$ cat src/rtl/regfile_flags_pkg.sv
// regfile_flags shared package
// Data/address sizing and flag-vector bit positions
package regfile_flags_pkg;

  localparam int DATA_MSB   = 15;
  localparam int REG_ADDR_W = 4;
  localparam int NUM_REGS   = 16;

  localparam logic [REG_ADDR_W-1:0] REG_ZERO = 4'd0;

  localparam int FLAG_C = 2;
  localparam int FLAG_V = 1;
  localparam int FLAG_Z = 0;

endpackage

$ cat src/rtl/regfile_flags_if.sv
// regfile_flags datapath bundle
// Master is the CPU core, slave is the register/flag block
interface regfile_flags_if
  import regfile_flags_pkg::*;
#(
  parameter int WIDTH  = DATA_MSB,
  parameter int ADDR_W = REG_ADDR_W
);

  logic [ADDR_W-1:0] ra1;
  logic [ADDR_W-1:0] ra2;
  logic [WIDTH:0]    rd1;
  logic [WIDTH:0]    rd2;
  logic              we3;
  logic [ADDR_W-1:0] wa3;
  logic [WIDTH:0]    wd3;
  logic              flag_we;
  logic              carry_in;
  logic              overflow_in;
  logic              zero_in;
  logic              carry;
  logic              overflow;
  logic              zero;

  modport master (
    output ra1, ra2, we3, wa3, wd3,
    output flag_we, carry_in, overflow_in, zero_in,
    input  rd1, rd2, carry, overflow, zero
  );

  modport slave (
    input  ra1, ra2, we3, wa3, wd3,
    input  flag_we, carry_in, overflow_in, zero_in,
    output rd1, rd2, carry, overflow, zero
  );

endinterface

$ cat src/rtl/regfile_flags_status_flags.sv
// status_flags: 3-bit enabled register
// Synchronous active-low clear
module status_flags (
  input  logic       clk,
  input  logic       rst_n,
  input  logic       en,
  input  logic [2:0] d,
  output logic [2:0] q
);

  // all three flags load together or hold together
  always_ff @(posedge clk) begin
    if (!rst_n)  q <= 3'b000;
    else if (en) q <= d;
  end

endmodule

$ cat src/rtl/regfile_flags.sv
// regfile_flags: 16x16 register bank plus ALU flags
// r0 reads zero and ignores writes
module regfile_flags
  import regfile_flags_pkg::*;
#(
  parameter int WIDTH  = DATA_MSB,
  parameter int ADDR_W = REG_ADDR_W
) (
  input logic              clk,
  input logic              reset,
  regfile_flags_if.slave   bus
);

  localparam int NREGS = 2**ADDR_W;

  logic [WIDTH:0] mem [NREGS];
  logic [2:0]     flag_d;
  logic [2:0]     flag_q;

  // bank update; an X address matches no register, so r0 stays clean
  always_ff @(posedge clk) begin
    if (!reset) begin
      for (int i = 0; i < NREGS; i++)
        mem[i] <= '0;
    end else if (bus.we3) begin
      for (int i = 1; i < NREGS; i++)
        if (bus.wa3 == ADDR_W'(i))
          mem[i] <= bus.wd3;
    end
  end

  // zero-latency reads, r0 forced to zero
  always_comb begin
    bus.rd1 = '0;
    bus.rd2 = '0;
    if (bus.ra1 != ADDR_W'(REG_ZERO)) bus.rd1 = mem[bus.ra1];
    if (bus.ra2 != ADDR_W'(REG_ZERO)) bus.rd2 = mem[bus.ra2];
  end

  // pack ALU status into the flag vector
  always_comb begin
    flag_d         = '0;
    flag_d[FLAG_C] = bus.carry_in;
    flag_d[FLAG_V] = bus.overflow_in;
    flag_d[FLAG_Z] = bus.zero_in;
  end

  status_flags u_flags (
    .clk   (clk),
    .rst_n (reset),
    .en    (bus.flag_we),
    .d     (flag_d),
    .q     (flag_q)
  );

  // unpack registered flags
  always_comb begin
    bus.carry    = flag_q[FLAG_C];
    bus.overflow = flag_q[FLAG_V];
    bus.zero     = flag_q[FLAG_Z];
  end

endmodule

$ cat src/flat_wrapper.sv
// flat-port wrapper written by rule: the top's interface ports become plain ports
module regfile_flags_flat import regfile_flags_pkg::*;
#(
  parameter int WIDTH  = DATA_MSB,
  parameter int ADDR_W = REG_ADDR_W
)
  (clk, reset, bus_ra1, bus_ra2, bus_we3, bus_wa3, bus_wd3, bus_flag_we, bus_carry_in, bus_overflow_in, bus_zero_in, bus_rd1, bus_rd2, bus_carry, bus_overflow, bus_zero);
  regfile_flags_if #(.WIDTH(WIDTH), .ADDR_W(ADDR_W)) bus_i ();
  input logic clk;
  input logic reset;
  input wire logic [$bits(bus_i.ra1)-1:0] bus_ra1;
  input wire logic [$bits(bus_i.ra2)-1:0] bus_ra2;
  input wire logic [$bits(bus_i.we3)-1:0] bus_we3;
  input wire logic [$bits(bus_i.wa3)-1:0] bus_wa3;
  input wire logic [$bits(bus_i.wd3)-1:0] bus_wd3;
  input wire logic [$bits(bus_i.flag_we)-1:0] bus_flag_we;
  input wire logic [$bits(bus_i.carry_in)-1:0] bus_carry_in;
  input wire logic [$bits(bus_i.overflow_in)-1:0] bus_overflow_in;
  input wire logic [$bits(bus_i.zero_in)-1:0] bus_zero_in;
  output wire logic [$bits(bus_i.rd1)-1:0] bus_rd1;
  output wire logic [$bits(bus_i.rd2)-1:0] bus_rd2;
  output wire logic [$bits(bus_i.carry)-1:0] bus_carry;
  output wire logic [$bits(bus_i.overflow)-1:0] bus_overflow;
  output wire logic [$bits(bus_i.zero)-1:0] bus_zero;
  assign bus_i.ra1 = bus_ra1;
  assign bus_i.ra2 = bus_ra2;
  assign bus_i.we3 = bus_we3;
  assign bus_i.wa3 = bus_wa3;
  assign bus_i.wd3 = bus_wd3;
  assign bus_i.flag_we = bus_flag_we;
  assign bus_i.carry_in = bus_carry_in;
  assign bus_i.overflow_in = bus_overflow_in;
  assign bus_i.zero_in = bus_zero_in;
  assign bus_rd1 = bus_i.rd1;
  assign bus_rd2 = bus_i.rd2;
  assign bus_carry = bus_i.carry;
  assign bus_overflow = bus_i.overflow;
  assign bus_zero = bus_i.zero;
  regfile_flags #(.WIDTH(WIDTH), .ADDR_W(ADDR_W)) u_core (.clk(clk), .reset(reset), .bus(bus_i));
endmodule
$ cat config.mk
export PLATFORM = sky130hd
export DESIGN_NAME = regfile_flags_flat
export DESIGN_NICKNAME = d
export VERILOG_FILES = /design/src/rtl/regfile_flags_pkg.sv /design/src/rtl/regfile_flags_if.sv /design/src/rtl/regfile_flags_status_flags.sv /design/src/rtl/regfile_flags.sv /design/src/flat_wrapper.sv
export SDC_FILE = /design/constraint.sdc
export NUM_CORES = 1
export LEC_CHECK = 0
export CAP_MARGIN = 10
export CORE_UTILIZATION = 65
export CTS_BUF_LIST = sky130_fd_sc_hd__clkbuf_2 sky130_fd_sc_hd__clkbuf_4 sky130_fd_sc_hd__clkbuf_8
export CTS_CLUSTER_DIAMETER = 40
export DETAILED_ROUTE_END_ITERATION = 7
export DONT_BUFFER_PORTS = 1
export GPL_TIMING_DRIVEN = 0
export PLACE_DENSITY = 0.81
export SETUP_SLACK_MARGIN = 0.02
export SYNTH_ARGS = -nofsm -noshare
export SYNTH_HDL_FRONTEND = slang
export SYNTH_SLANG_ARGS = --single-unit
$ cat constraint.sdc
create_clock -name clk -period 2.7 [get_ports clk]
set_input_delay 0.54 -clock clk [delete_from_list [all_inputs] [get_ports clk]]
set_output_delay 0.54 -clock clk [all_outputs]
set_load 0.01 [all_outputs]
# Word level (Yosys, flattened, before mapping)
# Memories as Yosys holds them, arrays and structs flattened.
# Cells that the tools add are included.
# word_totals
output_inout_bits	35
word_cells	112
in_bits	35
ramBits	256
n_memories	1
ff_bits	3
# classes
reduce_logical	2
muxes	78
bitwise_logic	15
eq_ne	15
# mem_list
name	words	width	read_ports	rd_ports_with_merged_regs	write_ports	line	rtl
u_core.mem	16	16	2	0	16	regfile_flags.sv:16	logic [WIDTH:0] mem [NREGS];
# op_table
operator	n
$mux 16	17
$mux 1	61
$eq 4x4->1 const B	8
$eq 4x3->1 const B	4
$or 1x1->1	15
$eq 4x2->1 const B	2
$reduce_bool 4->1	2
$eq 4x1->1 const B	1

# Depth between registers and ports, before layout
# depth
ltp_word	6
ltp_mapped	7
mapped_depth_nobuf	4

# Cells and area by module
# Synthesis repeated with hierarchy kept, for this count alone.
# hier_totals
cells_unflattened	861
area_unflattened_um2	12236.7
# by_module_without_submodules
module	cells_per_inst	area_per_inst_um2	instances	seq_area_each_um2
regfile_flags	852	12127.9	1	7206.9
status_flags	9	108.9	1	60.1

# Worst setup path before layout
# Ideal clock, no wire load.
# synth_timing
path_kind	input-to-reg
startpoint	input bus_wa3[1]
endpoint	memory u_core.mem[13][0] in the netlist's numbering, enable pin
setup_time_ns	0.411
n_path_buf	1
required_ns	2.289
arrival_ns	2.060
slack_ns	0.229
path_stages	3
cell_sequence	clkbuf_1 > nand3b_1 > o21ai_0
# synth_lines
item	line	rtl
from (decl)	flat_wrapper.sv:14	input wire logic [$bits(bus_i.wa3)-1:0] bus_wa3;
to (decl)	regfile_flags.sv:16	

# Worst setup path after layout
# layout_timing
startpoint	input bus_ra1[1]
endpoint	output bus_rd1[2]
# layout_via
elab_chain_cells	2
elab_cells_between_ends	3
cone_classes	mux (1); reduce/logical (1); memory (1)
# layout_rtl
item	line	rtl
from (decl)	flat_wrapper.sv:11	input wire logic [$bits(bus_i.ra1)-1:0] bus_ra1;
$mem_v2 16x16 or $reduce_bool 4->1 (tied branches)	--	
$mux 16 (*)	regfile_flags.sv:36	if (bus.ra1 != ADDR_W'(REG_ZERO)) bus.rd1 = mem[bus.ra1];
to (decl)	flat_wrapper.sv:20	output wire logic [$bits(bus_i.rd1)-1:0] bus_rd1;
# Every way passes the cells marked *; elsewhere a longest branch is shown, timed or not.

==> flow_metrics.py <==
metrics = {
    "power": {
        "seqPwrFrac_pct": 49.9,
        "clkPwrFrac_pct": 36.9,
        "swShare_pct": 26.03,
        "p_per_area_mw_per_mm2": 668.5,
        "peakVddDrop_uv": 449.0,
        "p_int_mw": 6.778,
        "total_power_mw": 9.163,
        "p_leak_nw": 4.991,
        "pwr-share-comb_pct": 13.1,
        "switching_power_mw": 2.386,
    },
    "placed_design": {
        "place_congestion": 0.9658,
        "placed_cells": 1125,
        "place_hpwl_um": 24650,
        "io_buffer_count": 0,
    },
    "routing": {
        "wire_per_inst_um": 29.40,
        "drtAntennaViolNets": 0,
        "viasPerCell": 7.215,
        "vias": 8672,
        "routed.top_layer": "met4",
        "drt_iter0_markers": 1334,
        "wl_met2_um": 17040,
        "drc": 0,
        "first_pass_iters": 5,
        "route.layer.met1.wl_um": 12090,
        "routed_wl_um": 35340,
        "wl_met3_um": 4273,
    },
    "global_route": {
        "first_global_vias": 8855,
        "overflow": 0,
        "antenna_found_initial": 0,
        "grt_pass1_wl_um": 51520,
        "gr-usage-all-layers_pct": 36.69,
        "grt_max_degree": 17,
    },
    "timing": {
        "rsz0062_at_grt": "yes",
        "relSlewSlack_pct": 38.96,
        "max_freq_ghz": 0.3677,
        "hold_viol": 0,
        "setup_ws_ns": -0.01966,
        "fin_crit_sh_pct": 100.7,
        "tightest_slew_ns": 0.9134,
        "setup_viol": 4,
        "timing.final.crit_period_ns": 2.720,
        "fin_worst_skew_ns": 0,
        "slew_viol_final": 0,
    },
    "layout": {
        "finish.utilization_pct": 73.53,
        "syn2layout_area_growth_pct": 11.16,
        "final_cells": 1202,
        "drive_gt1_share_pct": 23.14,
        "fill_cells": 1143,
        "final_nets": 969,
        "diodes": 0,
    },
    "worst_hold_path": {
        "hp-class": "in -> reg",
        "worst_hold_path.endpoint": "u_core.u_flags.q[0]",
        "worstHoldStart": "bus_zero_in",
        "holdPathStages": 2,
    },
    "critical_path": {
        "setup.worst_path.class": "in -> out",
        "worstReg2RegEnd": "u_core.u_flags.q[1]",
        "crit_required_ns": 2.16,
        "reg2regPathDepth": 2,
        "arrival_ns": 2.18,
        "crit_fanout": 10,
        "endpoint_kind": "output pin",
        "cp_common_cell": "buf_2",
        "slowest_delay_ns": 0.47,
        "worstPathCellList": "buf_2, buf_2, mux4_2, mux2i_1, a21oi_1",
        "regToRegStartpoint": "u_core.u_flags.q[1]",
        "reg2reg_setup_slack_ns": 2.01,
        "start_kind": "primary input",
        "slowest_stage": "buf_2",
    },
    "yosys": {
        "yosysUniqueCellTypes": 36,
        "synth_warnings": 0,
        "synth_cells": 885,
        "yosysSeqAreaShare_pct": 58.93,
        "ys_seq_elements": 243,
        "ys_async_sr_fraction_pct": 0,
        "synth_enable_flop_cells": 240,
        "syn_area_per_cell_um2": 13.93,
        "synth_flop_cell": "edfxtp_1",
        "syn_area_mm2": 0.01233,
        "synthesis.nets": 920,
    },
    "floorplanning": {
        "initial_core_util_pct": 66.15,
        "io_pins": 70,
        "coreArea_mm2": 0.01864,
        "die_area_mm2": 0.01953,
        "die_x_um": 139.7,
        "rows": 50,
        "die_y_um": 139.7,
    },
    "cts": {
        "clock_path_buffers": 3,
        "worstSkewPairLatency_ns": 0.55,
        "postCtsSetupRepairBufs": 0,
        "cts_hold_buf": 0,
        "clk_pin_slew_ns": 0.06,
        "cts-root-buf": "clkbuf_8",
        "cts_num_sinks": 243,
        "tritoncts": "yes",
        "cts_max_level": 2,
        "cts_buffers": 42,
    },
    "run_status": {
        "status": "finished, violations left",
        "violations": "setup timing",
    },
    "job": {
        "drv_cap": 0,
    },
}
==> layout make-up <==
class | instances | area [µm²] | area share (%)
Buffer | 62 | 431.7 | 3.149
Clock buffer | 65 | 788.3 | 5.750
Clock inverter | 13 | 63.81 | 0.4655
Inverter | 17 | 65.06 | 0.4746
Multi-Input combinational cell | 562 | 4697 | 34.26
Sequential cell | 243 | 7267 | 53.01
Tap cell | 234 | 292.8 | 2.136
Timing Repair Buffer | 6 | 102.6 | 0.7484
==> cells in the final DEF, fill, tap and decap left out, drive strengths merged, types with 12 or more instances in the layout <==
master,n
o22ai,15
nor2b,14
mux2,29
clkinv,13
mux2i,85
clkbuf,90
buf,43
nor2,163
edfxtp,240
mux4,64
a21oi,25
a2111oi,15
inv,17
and3b,12
nand3,14
nand2,59
==> power groups by stage <==
stage	sequential, mW	clock, mW	combinational, mW
floorplan	4.59	0	0.803
global placement	4.62	0	1.10
detailed placement	4.64	0	1.15
CTS	4.57	3.35	1.16
global route	4.59	3.53	1.25
finish	4.58	3.38	1.20
==> metal layers <==
layer | global-route usage, % | vias to the layer above
met1 | 46.74 | 4277
met3 | 7.743 | 150
met2 | 59.47 | 708
met5 | 0 | -
li1 | - | 3537
met4 | 19.95 | 0
==> Yosys cell counts (all sizes together), types with 6 or more instances <==
cell       n  area (µm²)
nor2     163       611.8
inv       16       60.06
o221ai     6       52.55
and3b     12       105.1
a221o      7       70.07
a221oi    10       87.58
mux2      29       326.6
a21oi     25       125.1
o22ai     15       93.84
o211ai    10       75.07
a22o       6       52.55
mux2i     85       850.8
nand3     14       70.07
nand2     59       221.5
edfxtp   240        7207
o21ai      7       35.03
buf       35       280.3
nor2b     14       87.58
mux4      64        1449
a2111oi   15       131.4
a211o     10       87.58
clkbuf    28       105.1
==> worst max path at each step <==
stage                            startpoint  depth (start not counted)  slack (ns)                end
after global placement           bus_wa3[1]                          3       -1.03  u_core.mem[11][6]
after floorplan                  bus_wa3[1]                          3        0.23  u_core.mem[13][0]
after detailed placement         bus_wa3[1]                          5       -0.27   u_core.mem[8][6]
after global routing             bus_ra2[0]                          7       -0.03        bus_rd2[14]
final                            bus_ra1[1]                          5       -0.02         bus_rd1[2]
after CTS                 u_core.mem[5][15]                          4       -0.02        bus_rd1[15]
==> critical path: cells and delay by family <==
| family | cells | cell delay (ns) |
|---|---|---|
| AO/OA/AOI/OAI | 1 | 0.22 |
| buffers and inverters | 2 | 0.73 |
| multiplexers | 2 | 0.67 |
==> through the flow <==
step	hold WS [ns]	worst slack (ns)	cell area [µm²]	setup TNS, ns
4_1_cts	0.1595	-0.02287	13630	-0.02287
2_1_floorplan	0.5384	0.2287	12330	0
3_5_place_dp	0.5752	-0.2701	12750	-17.01
6_report	0.1606	-0.01966	13710	-0.05396
3_3_place_gp	0.5590	-1.031	12620	-107.83
5_1_grt	0.1624	-0.02557	13710	-0.05254
==> what timing repair did <==
action | CTS | global route
endpoints found under the setup margin | 30 | 23
resized for setup | 15 | 27
pin swaps | 1 | 3
==> logic make-up after synthesis <==
group | count (synthesis) | share of synthesized area [%]
DFF | 243 | 58.93
buffers and inverters | 80 | 3.643
and+or+nand+nor | 272 | 9.487
muxes | 178 | 21.30
AOI/OAI and AO/OA | 112 | 6.646
==> flip-flops by register name, indices dropped and copies added (netlist names) <==
signal	cells
u_core.mem	240
u_core.u_flags.q	3
Power figures use the tool's default switching activity.
